$ cat config.mk
export PLATFORM = sky130hd
export DESIGN_NAME = adc_sample_packetizer
export DESIGN_NICKNAME = d
export VERILOG_FILES = /design/src/rtl/adc_pkt_pkg.sv /design/src/rtl/adc_sample_queue.sv /design/src/rtl/adc_sample_packetizer.sv
export SDC_FILE = /design/constraint.sdc
export NUM_CORES = 1
export LEC_CHECK = 0
export CORE_MARGIN = 2
export CORE_UTILIZATION = 40
export CTS_BUF_LIST = sky130_fd_sc_hd__clkbuf_2 sky130_fd_sc_hd__clkbuf_4 sky130_fd_sc_hd__clkbuf_8
export DETAILED_ROUTE_END_ITERATION = 16
export SETUP_SLACK_MARGIN = 0.3
export SYNTH_ARGS = -nofsm -noshare
export SYNTH_HDL_FRONTEND = slang
export SYNTH_SLANG_ARGS = --single-unit
$ cat constraint.sdc
create_clock -name I_clk -period 2.5 [get_ports I_clk]
set_input_delay 0.25 -clock I_clk [delete_from_list [all_inputs] [get_ports I_clk]]
set_output_delay 0.25 -clock I_clk [all_outputs]
set_load 0.02 [all_outputs]
$ cat src/rtl/adc_pkt_pkg.sv
// Shared types and constants for the ADC sample packetizer.
//   pkt_state_t  : packetizer FSM state; names the byte currently held in the output register
//   HDR0_DEF/HDR1_DEF : default header bytes
//   DROP_W       : width of the dropped-sample counter
//   frame_bytes  : total bytes in a frame for a given samples-per-frame value
package adc_pkt_pkg;

  typedef enum logic [2:0] {
    ST_IDLE,
    ST_H0,
    ST_H1,
    ST_SEQ,
    ST_PAY,
    ST_CSUM
  } pkt_state_t;

  localparam logic [7:0] HDR0_DEF = 8'hA5;
  localparam logic [7:0] HDR1_DEF = 8'h5A;
  localparam int         DROP_W   = 16;

  // header(2) + seq(1) + checksum(1) + two samples packed into three bytes
  function automatic int frame_bytes(input int spf);
    return 4 + (3 * spf) / 2;
  endfunction

endpackage

$ cat src/rtl/adc_sample_queue.sv
// Small synchronous show-ahead FIFO that absorbs UART backpressure.
//   i_clk, i_rst : clock, synchronous active-high reset
//   i_push/i_din : write request and data; ignored while full unless i_pop is also high
//   i_pop        : read request; advances the head
//   o_dout       : head entry (valid when !o_empty)
//   o_empty/o_full : occupancy flags
module adc_sample_queue #(
  parameter int DEPTH = 4,
  parameter int W     = 12
) (
  input  logic         i_clk,
  input  logic         i_rst,
  input  logic         i_push,
  input  logic         i_pop,
  input  logic [W-1:0] i_din,
  output logic [W-1:0] o_dout,
  output logic         o_empty,
  output logic         o_full
);

  localparam int             AW       = $clog2(DEPTH);
  localparam logic [AW:0]    FULL_CNT = (AW + 1)'(DEPTH);

  logic [W-1:0]  r_mem [DEPTH];
  logic [AW-1:0] r_wr;
  logic [AW-1:0] r_rd;
  logic [AW:0]   r_cnt;
  logic          w_push;
  logic          w_pop;

  assign o_empty = (r_cnt == '0);
  assign o_full  = (r_cnt == FULL_CNT);
  assign o_dout  = r_mem[r_rd];

  // When full, a simultaneous pop frees the slot the write lands in.
  assign w_push = i_push && (!o_full || i_pop);
  assign w_pop  = i_pop && !o_empty;

  always_ff @(posedge i_clk) begin
    if (w_push) r_mem[r_wr] <= i_din;
  end

  always_ff @(posedge i_clk) begin
    if (i_rst) begin
      r_wr  <= '0;
      r_rd  <= '0;
      r_cnt <= '0;
    end else begin
      if (w_push) r_wr <= r_wr + 1'b1;
      if (w_pop)  r_rd <= r_rd + 1'b1;
      case ({w_push, w_pop})
        2'b10:   r_cnt <= r_cnt + 1'b1;
        2'b01:   r_cnt <= r_cnt - 1'b1;
        default: r_cnt <= r_cnt;
      endcase
    end
  end

endmodule

$ cat src/rtl/adc_sample_packetizer.sv
// Packs a 12-bit ADC sample stream into UART byte frames:
//   HDR0 HDR1 SEQ payload(3 bytes per sample pair) CSUM(XOR of SEQ and payload).
// Ports:
//   I_clk, I_rst                 : clock, synchronous active-high reset
//   I_sample_valid, I_sample     : unstallable sample stream
//   I_byte_ready                 : UART TX accepts O_byte this cycle
//   O_byte_valid, O_byte         : registered byte output
//   O_frame_start, O_frame_end   : first/last byte markers, qualified by O_byte_valid
//   O_seq                        : sequence number of the current or next frame
//   O_drop_cnt                   : saturating count of samples lost to a full queue
//
// state | meaning (byte held in the output register)
// IDLE  | nothing in flight, waiting for a queued sample
// H0    | HDR0
// H1    | HDR1
// SEQ   | sequence byte
// PAY   | payload byte (or stalled waiting for a sample)
// CSUM  | checksum byte
module adc_sample_packetizer
  import adc_pkt_pkg::*;
#(
  parameter int         SAMPLES_PER_FRAME = 64,
  parameter int         QUEUE_DEPTH       = 4,
  parameter logic [7:0] HDR0              = HDR0_DEF,
  parameter logic [7:0] HDR1              = HDR1_DEF
) (
  input  logic              I_clk,
  input  logic              I_rst,
  input  logic              I_sample_valid,
  input  logic [11:0]       I_sample,
  input  logic              I_byte_ready,
  output logic              O_byte_valid,
  output logic [7:0]        O_byte,
  output logic              O_frame_start,
  output logic              O_frame_end,
  output logic [7:0]        O_seq,
  output logic [DROP_W-1:0] O_drop_cnt
);

  localparam int            PAY_BYTES = frame_bytes(SAMPLES_PER_FRAME) - 4;
  localparam int            PW        = $clog2(PAY_BYTES + 1);
  localparam logic [PW-1:0] PAY_LAST  = PW'(PAY_BYTES);

  pkt_state_t    r_state;
  logic [1:0]    r_phase;
  logic [PW-1:0] r_pay_cnt;
  logic [3:0]    r_s0_lo;
  logic [7:0]    r_s1_lo;
  logic [7:0]    r_csum;

  logic [11:0]   w_head;
  logic          w_empty;
  logic          w_full;
  logic          w_load;
  logic          w_want_pay;
  logic          w_pay_ok;
  logic          w_pop;
  logic          w_drop;
  logic [7:0]    w_pay_byte;

  adc_sample_queue #(
    .DEPTH (QUEUE_DEPTH),
    .W     (12)
  ) u_queue (
    .i_clk   (I_clk),
    .i_rst   (I_rst),
    .i_push  (I_sample_valid),
    .i_pop   (w_pop),
    .i_din   (I_sample),
    .o_dout  (w_head),
    .o_empty (w_empty),
    .o_full  (w_full)
  );

  assign w_load     = !O_byte_valid || I_byte_ready;
  assign w_want_pay = (r_state == ST_SEQ) || ((r_state == ST_PAY) && (r_pay_cnt != PAY_LAST));
  // Phase 2 emits the latched low byte of s1 and never needs the queue.
  assign w_pay_ok   = (r_phase == 2'd2) || !w_empty;
  assign w_pop      = w_load && w_want_pay && (r_phase != 2'd2) && !w_empty;
  assign w_drop     = I_sample_valid && w_full && !w_pop;

  always_comb begin
    w_pay_byte = r_s1_lo;
    case (r_phase)
      2'd0:    w_pay_byte = w_head[11:4];
      2'd1:    w_pay_byte = {r_s0_lo, w_head[11:8]};
      default: w_pay_byte = r_s1_lo;
    endcase
  end

  always_ff @(posedge I_clk) begin
    if (I_rst) begin
      r_state       <= ST_IDLE;
      r_phase       <= '0;
      r_pay_cnt     <= '0;
      r_s0_lo       <= '0;
      r_s1_lo       <= '0;
      r_csum        <= '0;
      O_byte_valid  <= 1'b0;
      O_byte        <= '0;
      O_frame_start <= 1'b0;
      O_frame_end   <= 1'b0;
      O_seq         <= '0;
      O_drop_cnt    <= '0;
    end else begin
      if (w_drop && (O_drop_cnt != '1)) O_drop_cnt <= O_drop_cnt + 1'b1;

      if (w_load) begin
        // Anything not reloaded below leaves the register empty.
        O_byte_valid  <= 1'b0;
        O_frame_start <= 1'b0;
        O_frame_end   <= 1'b0;
        case (r_state)
          ST_IDLE: begin
            if (!w_empty) begin
              O_byte        <= HDR0;
              O_byte_valid  <= 1'b1;
              O_frame_start <= 1'b1;
              r_csum        <= '0;
              r_state       <= ST_H0;
            end
          end
          ST_H0: begin
            O_byte       <= HDR1;
            O_byte_valid <= 1'b1;
            r_state      <= ST_H1;
          end
          ST_H1: begin
            O_byte       <= O_seq;
            O_byte_valid <= 1'b1;
            r_csum       <= O_seq;
            r_pay_cnt    <= '0;
            r_phase      <= '0;
            r_state      <= ST_SEQ;
          end
          ST_SEQ, ST_PAY: begin
            if (w_want_pay) begin
              if (w_pay_ok) begin
                O_byte       <= w_pay_byte;
                O_byte_valid <= 1'b1;
                r_csum       <= r_csum ^ w_pay_byte;
                r_pay_cnt    <= r_pay_cnt + 1'b1;
                r_phase      <= (r_phase == 2'd2) ? 2'd0 : r_phase + 2'd1;
                if (r_phase == 2'd0) r_s0_lo <= w_head[3:0];
                if (r_phase == 2'd1) r_s1_lo <= w_head[7:0];
                r_state      <= ST_PAY;
              end
            end else begin
              O_byte       <= r_csum;
              O_byte_valid <= 1'b1;
              O_frame_end  <= 1'b1;
              r_state      <= ST_CSUM;
            end
          end
          ST_CSUM: begin
            // Checksum is always valid here, so w_load means it was accepted.
            O_seq   <= O_seq + 8'd1;
            r_state <= ST_IDLE;
          end
          default: r_state <= ST_IDLE;
        endcase
      end
    end
  end

endmodule

==> results of run 1 <==
==> placed cells by master, fill, tap and decap left out, types with 5 or more instances in the layout <==
cell type         n
dfxtp_1          72
a21oi_1          62
clkdlybuf4s50_1  49
edfxtp_1         48
buf_4            47
nand2_1          46
nor2_1           34
o21ai_0          27
nand3_1          21
inv_1            20
clkbuf_8         17
or3_1            13
o31ai_1          12
mux4_2           12
nor2b_1           9
and3_1            9
a211oi_1          9
ha_1              8
nand4_1           7
inv_6             7
o211ai_1          6
o32ai_1           6
mux2i_1           6
xor2_1            6
or4_4             5
o2bb2ai_1         5
buf_12            5
==> per-stage QoR <==
| stage | setup TNS (ns) | worst slack [ns] |
|---|---|---|
| global placement | 0 | 0.0421 |
| detailed placement | 0 | 0.000431 |
| CTS | 0 | 0.0765 |
| global route | -0.00927 | -0.00927 |
| finish | 0 | 0.0885 |
| floorplan | 0 | 0.0558 |
==> power by group <==
| part | leakage [nW] | internal (mW) | total, mW | switching (mW) |
|---|---|---|---|---|
| registers | 1.06 | 2.26 | 2.37 | 0.107 |
| clock network | 0.194 | 0.820 | 1.73 | 0.908 |
| logic | 1.40 | 0.830 | 1.98 | 1.15 |
| total | 2.65 | 3.91 | 6.08 | 2.17 |
==> kinds of logic (layout without fill, tap and decap cells) <==
kind of cell | after synthesis | after routing | synth area share, %
XOR/XNOR | 10 | 10 | 1.48
AO/OA/AOI/OAI | 174 | 174 | 19.7
multiplexers | 26 | 26 | 7.05
adder cells (fa/ha/maj) | 10 | 10 | 2.24
AND/OR/NAND/NOR | 178 | 178 | 15.9
buffers and inverters | 52 | 160 | 3.43
flip-flops | 124 | 124 | 50.1
==> sequential cells by signal, indices dropped and copies added, names as in the netlist, 3 cells and up, named ones only <==
| signal | cells |
|---|---|
| O_byte | 8 |
| r_state | 3 |
| O_drop_cnt | 16 |
| r_s1_lo | 8 |
| u_queue.r_mem | 48 |
| r_pay_cnt | 7 |
| O_seq | 8 |
| r_s0_lo | 4 |
| r_csum | 8 |
| u_queue.r_cnt | 3 |
==> timing repair <==
item	in CTS	in global routing
setup buffers	3	6
endpoints found under the hold margin	0	0
setup endpoints to repair	18	92
cloned	0	2
pin swaps	2	16
gates resized for setup	4	33
==> final timing paths <==
path	start	end	slack, ns	cells past startpoint
max	r_pay_cnt[4]	u_queue.r_cnt[2]	0.09	11
min	I_rst	r_csum[2]	0.34	4
max reg2reg	r_pay_cnt[4]	u_queue.r_cnt[2]	0.09	11
min reg2reg	O_byte[4]	O_byte[4]	0.46	1
==> routing by layer <==
layer	vias up	track usage, %	share of wire [%]
met5	-	0	0
met4	0	6.93	1.4
met3	18	4.84	4.0
met2	122	31.8	49
met1	2429	27.0	46
li1	2383	-	-
==> area by class of cell <==
| class | instances | area share [%] |
|---|---|---|
| Tap cell | 184 | 3.05 |
| Clock buffer | 17 | 3.10 |
| Timing Repair Buffer | 106 | 13.2 |
| Clock inverter | 15 | 2.01 |
| Inverter | 22 | 1.10 |
| Sequential cell | 124 | 39.4 |
| Multi-Input combinational cell | 398 | 38.2 |
==> worst reg2reg max path: stages, from the launching register on <==
cell,delay (ns)
dfxtp_1,0.32
or4b_4,0.58
nor2_8,0.12
o21a_1,0.14
nor2_1,0.05
inv_1,0.05
ha_2,0.17
inv_2,0.04
fa_2,0.32
xor2_1,0.15
or3_1,0.30
a21oi_1,0.12
==> qor.yml, run 1 <==
run_status:
  outcome: "complete, no violations"
detailed_routing:
  drc: 0
  routed_via_density: 5.72
  ant_nets: 0
  drt_iter0_drc: 456
  first_pass_iters: 5
  wl_per_cell_microns: 18.1
  finalWirelength_microns: 15700
  vias: 4952
synth:
  synth_edf_count: 48
  ys_async_sr_fraction_pct: 0
  synth_cells: 574
  synthTopCellsByArea: "dfxtp_1 (26%), edfxtp_1 (24%), a21oi_1 (5.4%)"
  yosys.area.top_type: "dfxtp_1"
  synth_commonest_cells: "dfxtp_1 (76), a21oi_1 (64), edfxtp_1 (48), nand2_1 (47), nor2_1 (34)"
  synth.cell_area_sq_um: 5910
  post-synth-top-count-cell: "dfxtp_1"
  ys_types: 69
  seq_area_frac_synth_pct: 50.1
  yosysTopAreaCellShare_pct: 25.8
  avgSynthCellArea_sq_um: 10.3
  ys_ff_latch: 124
  synth_flop_cell: "dfxtp_1"
  yosysWarnings: 0
  synth_nets: 600
clock_tree:
  postCtsHoldBufs: 0
  cts.reportedPaths.clkPinSlew_ns: 0.08
  clk_latency_ns: 0.45
  root_buffer: "clkbuf_8"
  clockBufferDepth: 2
  cts_tree: "yes"
  cts_buffers: 17
  clock_sinks: 124
  cts-htree-levels: 4
critical_path:
  critical_path_class: "register to register"
  critical_path.max_stage_delay_ns: 0.58
  start_kind: "register"
  crit_required_ns: 2.87
  crit_path_max_fanout: 2
  path_cells: "or4b_4 -> nor2_8 -> o21a_1 -> nor2_1 -> inv_1 -> ha_2 -> inv_2 -> fa_2 -> xor2_1 -> or3_1 -> a21oi_1"
  path_buf_inv: 2
  crit_arrival_ns: 2.78
  crit_path_top_delay_cell: "or4b_4"
  cp_top_family: "simple AND/OR/NAND/NOR gates"
  cp-end-kind: "register"
placement:
  post-dp-hpwl_microns: 11000
  gp_congestion: 0.912
  placed_area_sq_um: 6930
  dpl.cell_count: 823
  io_buffers: 50
floorplanning:
  start_util_pct: 40.8
  die_h_microns: 126
  core-area_sq_um: 14500
  ios: 51
  die_area_sq_um: 15800
  num_rows: 44
  die_x_microns: 126
cells_and_area:
  post-route-cell-area_sq_um: 7540
  final-seq-area_sq_um: 2970
  diodes: 0
  multi_input_area_sq_um: 2880
  drive_gt1_share_pct: 21.1
  final_core_util_pct: 52.1
  fillers: 1348
  stdcell_count: 866
  nets: 695
  area_growth_pct: 27.6
sta:
  post-route-period-util_pct: 96.5
  fmaxAchievable_mhz: 415
  hold_viol: 0
  max_slew.worst_pin.slew_ns: 0.717
  fin_skew_ns: 0.0103
  finalMaxSlewViolations: 0
  finalCriticalPeriod_ns: 2.41
  slew-limit-headroom_pct: 52.2
  hold_ws_ns: 0.339
  setup_viol: 0
  rsz0062_at_grt: "true"
power_and_ir_drop:
  p_total_mw: 6.08
  power.leakage_nw: 2.65
  vdd_drop_max_mv: 0.527
  p_per_area_nw_per_um2: 807
grt:
  grt_max_degree: 68
  grt_pass1_vias: 4689
  grt_use_total_pct: 20.1
  grt_pass1_wl_microns: 25000
  grt_antenna_before_repair: 0
  overflow: 0
job:
  maxCapViolations: 0
worst_hold_path:
  min_path_type: "input port to register"
(Power assumes the default switching activity.)
==> run 2, diff against run 1 <==
--- a/config.mk
+++ b/config.mk
@@ -5,10 +5,12 @@
 export SDC_FILE = /design/constraint.sdc
 export NUM_CORES = 1
 export LEC_CHECK = 0
+export CAP_MARGIN = 5
 export CORE_MARGIN = 2
-export CORE_UTILIZATION = 40
+export CORE_UTILIZATION = 54
 export CTS_BUF_LIST = sky130_fd_sc_hd__clkbuf_2 sky130_fd_sc_hd__clkbuf_4 sky130_fd_sc_hd__clkbuf_8
 export DETAILED_ROUTE_END_ITERATION = 16
+export PLACE_DENSITY = 0.78
 export SETUP_SLACK_MARGIN = 0.3
 export SYNTH_ARGS = -nofsm -noshare
 export SYNTH_HDL_FRONTEND = slang
==> run 2 against run 1 <==
The run now ends with setup timing left. Hold slack improved by 0.058 ns. Routed wire length is 3.8% higher. Design area rose by 1.7%. Fmax fell by 7.9%. Clock power grew 6%. Sequential share of layout area fell by 0.66 points. Flip-flop and latch count unchanged. Die area decreased by 25%. Total power rose by 2.4%. Count of clock-buffer cells in the layout increased by 3. Critical path depth unchanged. Critical endpoint unchanged. Largest cell class unchanged.
==> qor.yml, run 2 (synthesis results as in run 1) <==
grt:
  grt_pass1_wl_microns: 25600  # +2.2%
  grt_pass1_vias: 5114  # +9.1%
  overflow: 0  # unchanged
  grt_antenna_before_repair: 0  # unchanged
  grt_max_degree: 68  # unchanged
  grt_use_total_pct: 28.3  # +8.2 points
placement:
  dp_slack_ns: -0.0783  # -0.0788 ns
  placed_area_sq_um: 6790  # -1.9%
  gp_congestion: 0.941  # +3.3%
  io_buffers: 50  # unchanged
  post-dp-hpwl_microns: 10400  # -5.4%
floorplanning:
  start_util_pct: 55.0  # +14 points
  core-area_sq_um: 10700  # -26%
  die_area_sq_um: 11800  # -25%
  num_rows: 38  # -14%
  ios: 51  # unchanged
  die_h_microns: 109  # -13%
  die_x_microns: 109  # -13%
run_status:
  violations: "setup timing"
  outcome: "complete, but fails checks"
cells_and_area:
  nets: 707  # +1.7%
  regMostFlops: "u_queue.r_mem"
  post-route-cell-area_sq_um: 7660  # +1.7%
  final_core_util_pct: 71.3  # +19 points
  final_cell_mix: "dfxtp_1 (72), a21oi_1 (57), buf_4 (53)"
  area_growth_pct: 29.7
  layout_commonest_cell: "dfxtp_1"
  drive_gt1_share_pct: 23.8  # +2.7 points
  largest_register_ffs: 48  # unchanged
  diodes: 0  # unchanged
  reg_top3: "u_queue.r_mem x48, O_drop_cnt x16"
power_and_ir_drop:
  p_total_mw: 6.23  # +2.4%
  vdd_drop_max_mv: 0.558  # +5.8%
  p_per_area_nw_per_um2: 813  # +0.72%
  power.leakage_nw: 2.73  # +3.0%
clock_tree:
  cts_buffers: 17  # unchanged
  postCtsHoldBufs: 0  # unchanged
  clock_sinks: 124  # unchanged
  cts-htree-levels: 4  # unchanged
  cts_tree: "yes"
  root_buffer: "clkbuf_8"
  clk_latency_ns: 0.45  # about the same
  cts.reportedPaths.clkPinSlew_ns: 0.08  # about the same
  clockBufferDepth: 2  # unchanged
detailed_routing:
  routed_via_density: 6.37  # +11%
  vias: 5311  # +7.2%
  finalWirelength_microns: 16300  # +3.8%
  drt_iter0_drc: 475  # +4.2%
  wl_per_cell_microns: 19.5  # +7.8%
  drc: 0  # unchanged
  ant_nets: 0  # unchanged
  first_pass_iters: 5  # unchanged
worst_hold_path:
  min_path_type: "input port to register"
critical_path:
  critical_path_class: "register to register"
  regToRegSetupSlack_ns: -0.12  # -0.21 ns
  startpoint: "r_pay_cnt[3]"
  cp-end-kind: "register"
  rr_startpoint: "r_pay_cnt[3]"
  rr_endpoint: "u_queue.r_cnt[2]"
  path_cells: "or4b_4 -> nor2_8 -> o21a_1 -> nor2_1 -> inv_1 -> ha_4 -> inv_2 -> fa_2 -> xor2_1 -> or3_4 -> a21oi_2"
  crit_path_top_delay_cell: "or4b_4"
  crit_required_ns: 2.87  # about the same
  crit_path_max_fanout: 4  # +2
  critical_path.max_stage_delay_ns: 0.59  # about the same
  crit_arrival_ns: 2.98  # +0.20 ns
  endpoint: "u_queue.r_cnt[2]"
  reg2regPathDepth: 11  # unchanged
  start_kind: "register"
sta:
  rsz0062_at_grt: "true"
  finalCriticalPeriod_ns: 2.62  # +0.207 ns
  fmaxAchievable_mhz: 382  # -7.9%
  fin_skew_ns: 0.0156  # +0.00535 ns
  max_slew.worst_pin.slew_ns: 0.727  # +0.0103 ns
  hold_ws_ns: 0.398  # +0.0583 ns
  slew-limit-headroom_pct: 51.5  # -0.69 points
  setup_viol: 1  # +1
  finalMaxSlewViolations: 0  # unchanged
  hold_viol: 0  # unchanged
  post-route-period-util_pct: 105  # +8.3 points
  fin_ws_ns: -0.118  # -0.207 ns
job:
  maxCapViolations: 0  # unchanged
[run 2: cell types whose count changed in the layout (fill, tap and decap cells not counted), sizes merged]
cell / delta
buf: +11
inv: -9
clkbuf: +4
clkinvlp: +3
bufinv: +2
clkinv: +1
[run 2: critical path, delay by kind of cell (launching register included)]
| kind | cells | cell delay [ns] |
|---|---|---|
| fa+ha+maj | 2 | 0.49 |
| flops | 1 | 0.32 |
| buf+inv | 2 | 0.13 |
| xor+xnor | 1 | 0.17 |
| compound gates | 2 | 0.29 |
| simple gates | 4 | 1.14 |
[run 2: per-layer routing]
| layer | vias to the layer above | global-route usage [%] | wire length (microns) |
|---|---|---|---|
| met5 | - | 0 | 0 |
| met4 | 0 | 13.3 | 548 |
| met3 | 60 | 6.15 | 1180 |
| met2 | 291 | 46.6 | 8110 |
| met1 | 2556 | 35.5 | 6430 |
| li1 | 2404 | - | - |
[run 2: area by class of cell]
cell class                      count  area (sq um)
Fill cell                         754          3080
Sequential cell                   124          2970
Multi-Input combinational cell    398          2940
Timing Repair Buffer              118          1090
Clock buffer                       20           263
Tap cell                          140           175
Clock inverter                     12           149
Inverter                           22          82.6
[run 2: repair_timing]
item                       CTS  global route
gates resized for setup     24            39
gates cloned                 0             1
buffers inserted             9            15
pin swaps                   21            19
setup endpoints to repair   61            70
[run 2: worst min-delay path by stage]
stage | from | end | cells past startpoint
floorplan | I_sample[0] | u_queue.r_mem[0][0] | 0
global placement | O_frame_end | O_frame_end | 2
detailed placement | O_frame_end | O_frame_end | 2
CTS | I_rst | r_csum[5] | 4
global route | I_rst | r_csum[5] | 4
finish | I_rst | r_csum[5] | 4
[run 2: through the flow]
step                      TNS (ns)  cells
after floorplan                  0    574
after global placement           0    777
after detailed placement   -0.0783    777
after CTS                  -0.0200    818
after global routing        -0.166    834
final                       -0.118    834
[run 2: power by group]
group / switching, mW / leakage [nW] / internal [mW]
logic: 1.20 / 1.47 / 0.820
registers: 0.106 / 1.06 / 2.26
clock network: 0.809 / 0.201 / 1.03
total: 2.12 / 2.73 / 4.11
==> run 3, diff against run 2 <==
--- a/config.mk
+++ b/config.mk
@@ -7,10 +7,10 @@
 export LEC_CHECK = 0
 export CAP_MARGIN = 5
 export CORE_MARGIN = 2
-export CORE_UTILIZATION = 54
+export CORE_UTILIZATION = 45
 export CTS_BUF_LIST = sky130_fd_sc_hd__clkbuf_2 sky130_fd_sc_hd__clkbuf_4 sky130_fd_sc_hd__clkbuf_8
 export DETAILED_ROUTE_END_ITERATION = 16
-export PLACE_DENSITY = 0.78
+export PLACE_DENSITY = 0.67
 export SETUP_SLACK_MARGIN = 0.3
 export SYNTH_ARGS = -nofsm -noshare
 export SYNTH_HDL_FRONTEND = slang
==> run 3 against run 2 <==
Global-route usage down 6.2 points. Non-clock buffer count decreased by 11. Setup slack improved by 0.16 ns. Total power grew 0.73%. Clock power rose by 5%. Cell count increased by 2.5%. Sequential share of layout area up 0.60 points. The run now ends clean. Hold slack got worse by 0.10 ns. Combinational power is 2% lower. Count of clock-buffer cells in the layout shrank 3. Flip-flop and latch count stayed put. Critical path type unchanged. Highest routed layer unchanged. Utilization fell by 12 points.
==> qor.yml, run 3 (synthesis results as in run 1) <==
worst_hold_path:
  min_path_type: "input port to register"
power_and_ir_drop:
  vdd_drop_max_mv: 0.774  # +39%
  p_per_area_nw_per_um2: 831  # +2.3%
  power.leakage_nw: 2.66  # -2.5%
  p_total_mw: 6.28  # +0.73%
cells_and_area:
  layout_commonest_cell: "dfxtp_1"
  multi_input_area_sq_um: 2870  # -2.3%
  final-seq-area_sq_um: 2970  # unchanged
  diodes: 0  # unchanged
  drive_gt1_share_pct: 21.2  # -2.5 points
  regMostFlops: "u_queue.r_mem"
  largest_register_ffs: 48  # unchanged
  final_cell_mix: "dfxtp_1 (72), a21oi_1 (59), clkdlybuf4s50_1 (49), buf_4 (49), edfxtp_1 (48)"
  reg_top3: "u_queue.r_mem x48, O_drop_cnt x16"
  area_growth_pct: 27.8
  fillers: 1138  # +51%
  nets: 696  # -1.6%
floorplanning:
  ios: 51  # unchanged
  die_area_sq_um: 14100  # +19%
  start_util_pct: 46.4  # -8.5 points
  core-area_sq_um: 12700  # +18%
  num_rows: 41  # +7.9%
  die_h_microns: 119  # +9.2%
  die_x_microns: 119  # +9.2%
grt:
  grt_use_total_pct: 22.1  # -6.2 points
  grt_max_degree: 68  # unchanged
  grt_pass1_vias: 4874  # -4.7%
  overflow: 0  # unchanged
  grt_pass1_wl_microns: 24500  # -4.0%
  grt_antenna_before_repair: 0  # unchanged
critical_path:
  critical_path.max_stage_delay_ns: 0.59  # about the same
  crit_path_top_delay_cell: "or4b_4"
  path_cells: "or4b_4 -> nor2_8 -> o21a_1 -> nor2_1 -> inv_1 -> ha_2 -> inv_2 -> fa_2 -> xor2_1 -> or3_1 -> a21oi_2"
  cp-end-kind: "register"
  cp_top_family: "simple AND/OR/NAND/NOR gates"
  crit_path_max_fanout: 6  # +2
  path_buf_inv: 2  # unchanged
  crit_arrival_ns: 2.85  # -0.13 ns
  crit_required_ns: 2.88  # about the same
  start_kind: "register"
  critical_path_class: "register to register"
job:
  maxCapViolations: 0  # unchanged
sta:
  post-route-period-util_pct: 98.5  # -6.3 points
  finalCriticalPeriod_ns: 2.46  # -0.157 ns
  setup_viol: 0  # -1
  fin_skew_ns: 0.0104  # -0.00521 ns
  hold_viol: 0  # unchanged
  fmaxAchievable_mhz: 406  # +6.4%
  finalMaxSlewViolations: 0  # unchanged
  rsz0062_at_grt: "true"
  hold_ws_ns: 0.298  # -0.0995 ns
  slew-limit-headroom_pct: 56.2  # +4.6 points
  max_slew.worst_pin.slew_ns: 0.655  # -0.0716 ns
clock_tree:
  cts_buffers: 17  # unchanged
  postCtsHoldBufs: 0  # unchanged
  clk_latency_ns: 0.45  # about the same
  clock_sinks: 124  # unchanged
  cts_tree: "yes"
  cts-htree-levels: 4  # unchanged
  cts.reportedPaths.clkPinSlew_ns: 0.08  # about the same
  clockBufferDepth: 2  # unchanged
  root_buffer: "clkbuf_8"
placement:
  post-dp-hpwl_microns: 10700  # +2.8%
  io_buffers: 50  # unchanged
  gp_congestion: 0.887  # -5.8%
run_status:
  outcome: "complete, no violations"
detailed_routing:
  drt_iter0_drc: 382  # -20%
  finalWirelength_microns: 15200  # -6.7%
  routed_via_density: 5.83  # -8.5%
  wl_per_cell_microns: 17.8  # -9.0%
  drc: 0  # unchanged
  first_pass_iters: 5  # unchanged
  vias: 4982  # -6.2%
  ant_nets: 0  # unchanged
[run 3: cell types whose count changed in the layout (fill, tap and decap cells not counted), sizes merged]
cell	change
clkinvlp	-3
inv	+10
clkinv	-4
buf	-10
clkbuf	-4
[run 3: cell type report]
type | count | area share [%]
Clock inverter | 15 | 2.64
Timing Repair Buffer | 107 | 13.0
Inverter | 22 | 1.09
Sequential cell | 124 | 39.3
Tap cell | 172 | 2.85
Multi-Input combinational cell | 398 | 38.0
Clock buffer | 17 | 3.10
[run 3: layer usage]
metal  wire (microns)  track usage (%)  up-vias
li1                 -                -     2393
met1             6650             27.5     2399
met2             7460             36.6      161
met3              734             5.45       29
met4              337             9.45        0
met5                0                0        -
[run 3: where the power goes]
group / switching [mW] / total (mW) / internal, mW
logic: 1.16 / 1.97 / 0.816
clock network: 0.904 / 1.93 / 1.03
registers: 0.108 / 2.37 / 2.26
total: 2.17 / 6.28 / 4.11
[run 3: final timing paths]
path / from / end / slack (ns) / cells past startpoint
setup / recovery: r_pay_cnt[3] / u_queue.r_cnt[2] / 0.04 / 11
hold / removal: I_rst / u_queue.r_cnt[1] / 0.30 / 3
setup reg to reg: r_pay_cnt[3] / u_queue.r_cnt[2] / 0.04 / 11
hold reg to reg: O_frame_start / O_frame_start / 0.46 / 2
[run 3: tightest hold or removal path: cells and delay by family]
family / cells / cell delay, ns
and+or+nand+nor: 1 / 0.12
buffers and inverters: 2 / 0.32
[run 3: per-stage QoR]
stage                     instances  instance area, sq um  worst slack [ns]  util, %  TNS [ns]
final                           855                  7550            0.0383     59.3         0
after global routing            855                  7550            -0.101     59.3    -0.101
after CTS                       848                  7380            0.0148     58.0         0
after detailed placement        815                  6920           -0.0678     54.4   -0.0678
after global placement          815                  6920            0.0257     54.4         0
after floorplan                 574                  5920            0.0558        -         0
[run 3: what timing repair did]
action / 4_1_cts / 5_1_grt
resized for setup: 7 / 30
setup endpoints to repair: 33 / 91
setup buffers: 1 / 6
gates cloned: 0 / 1
pin swaps: 3 / 15
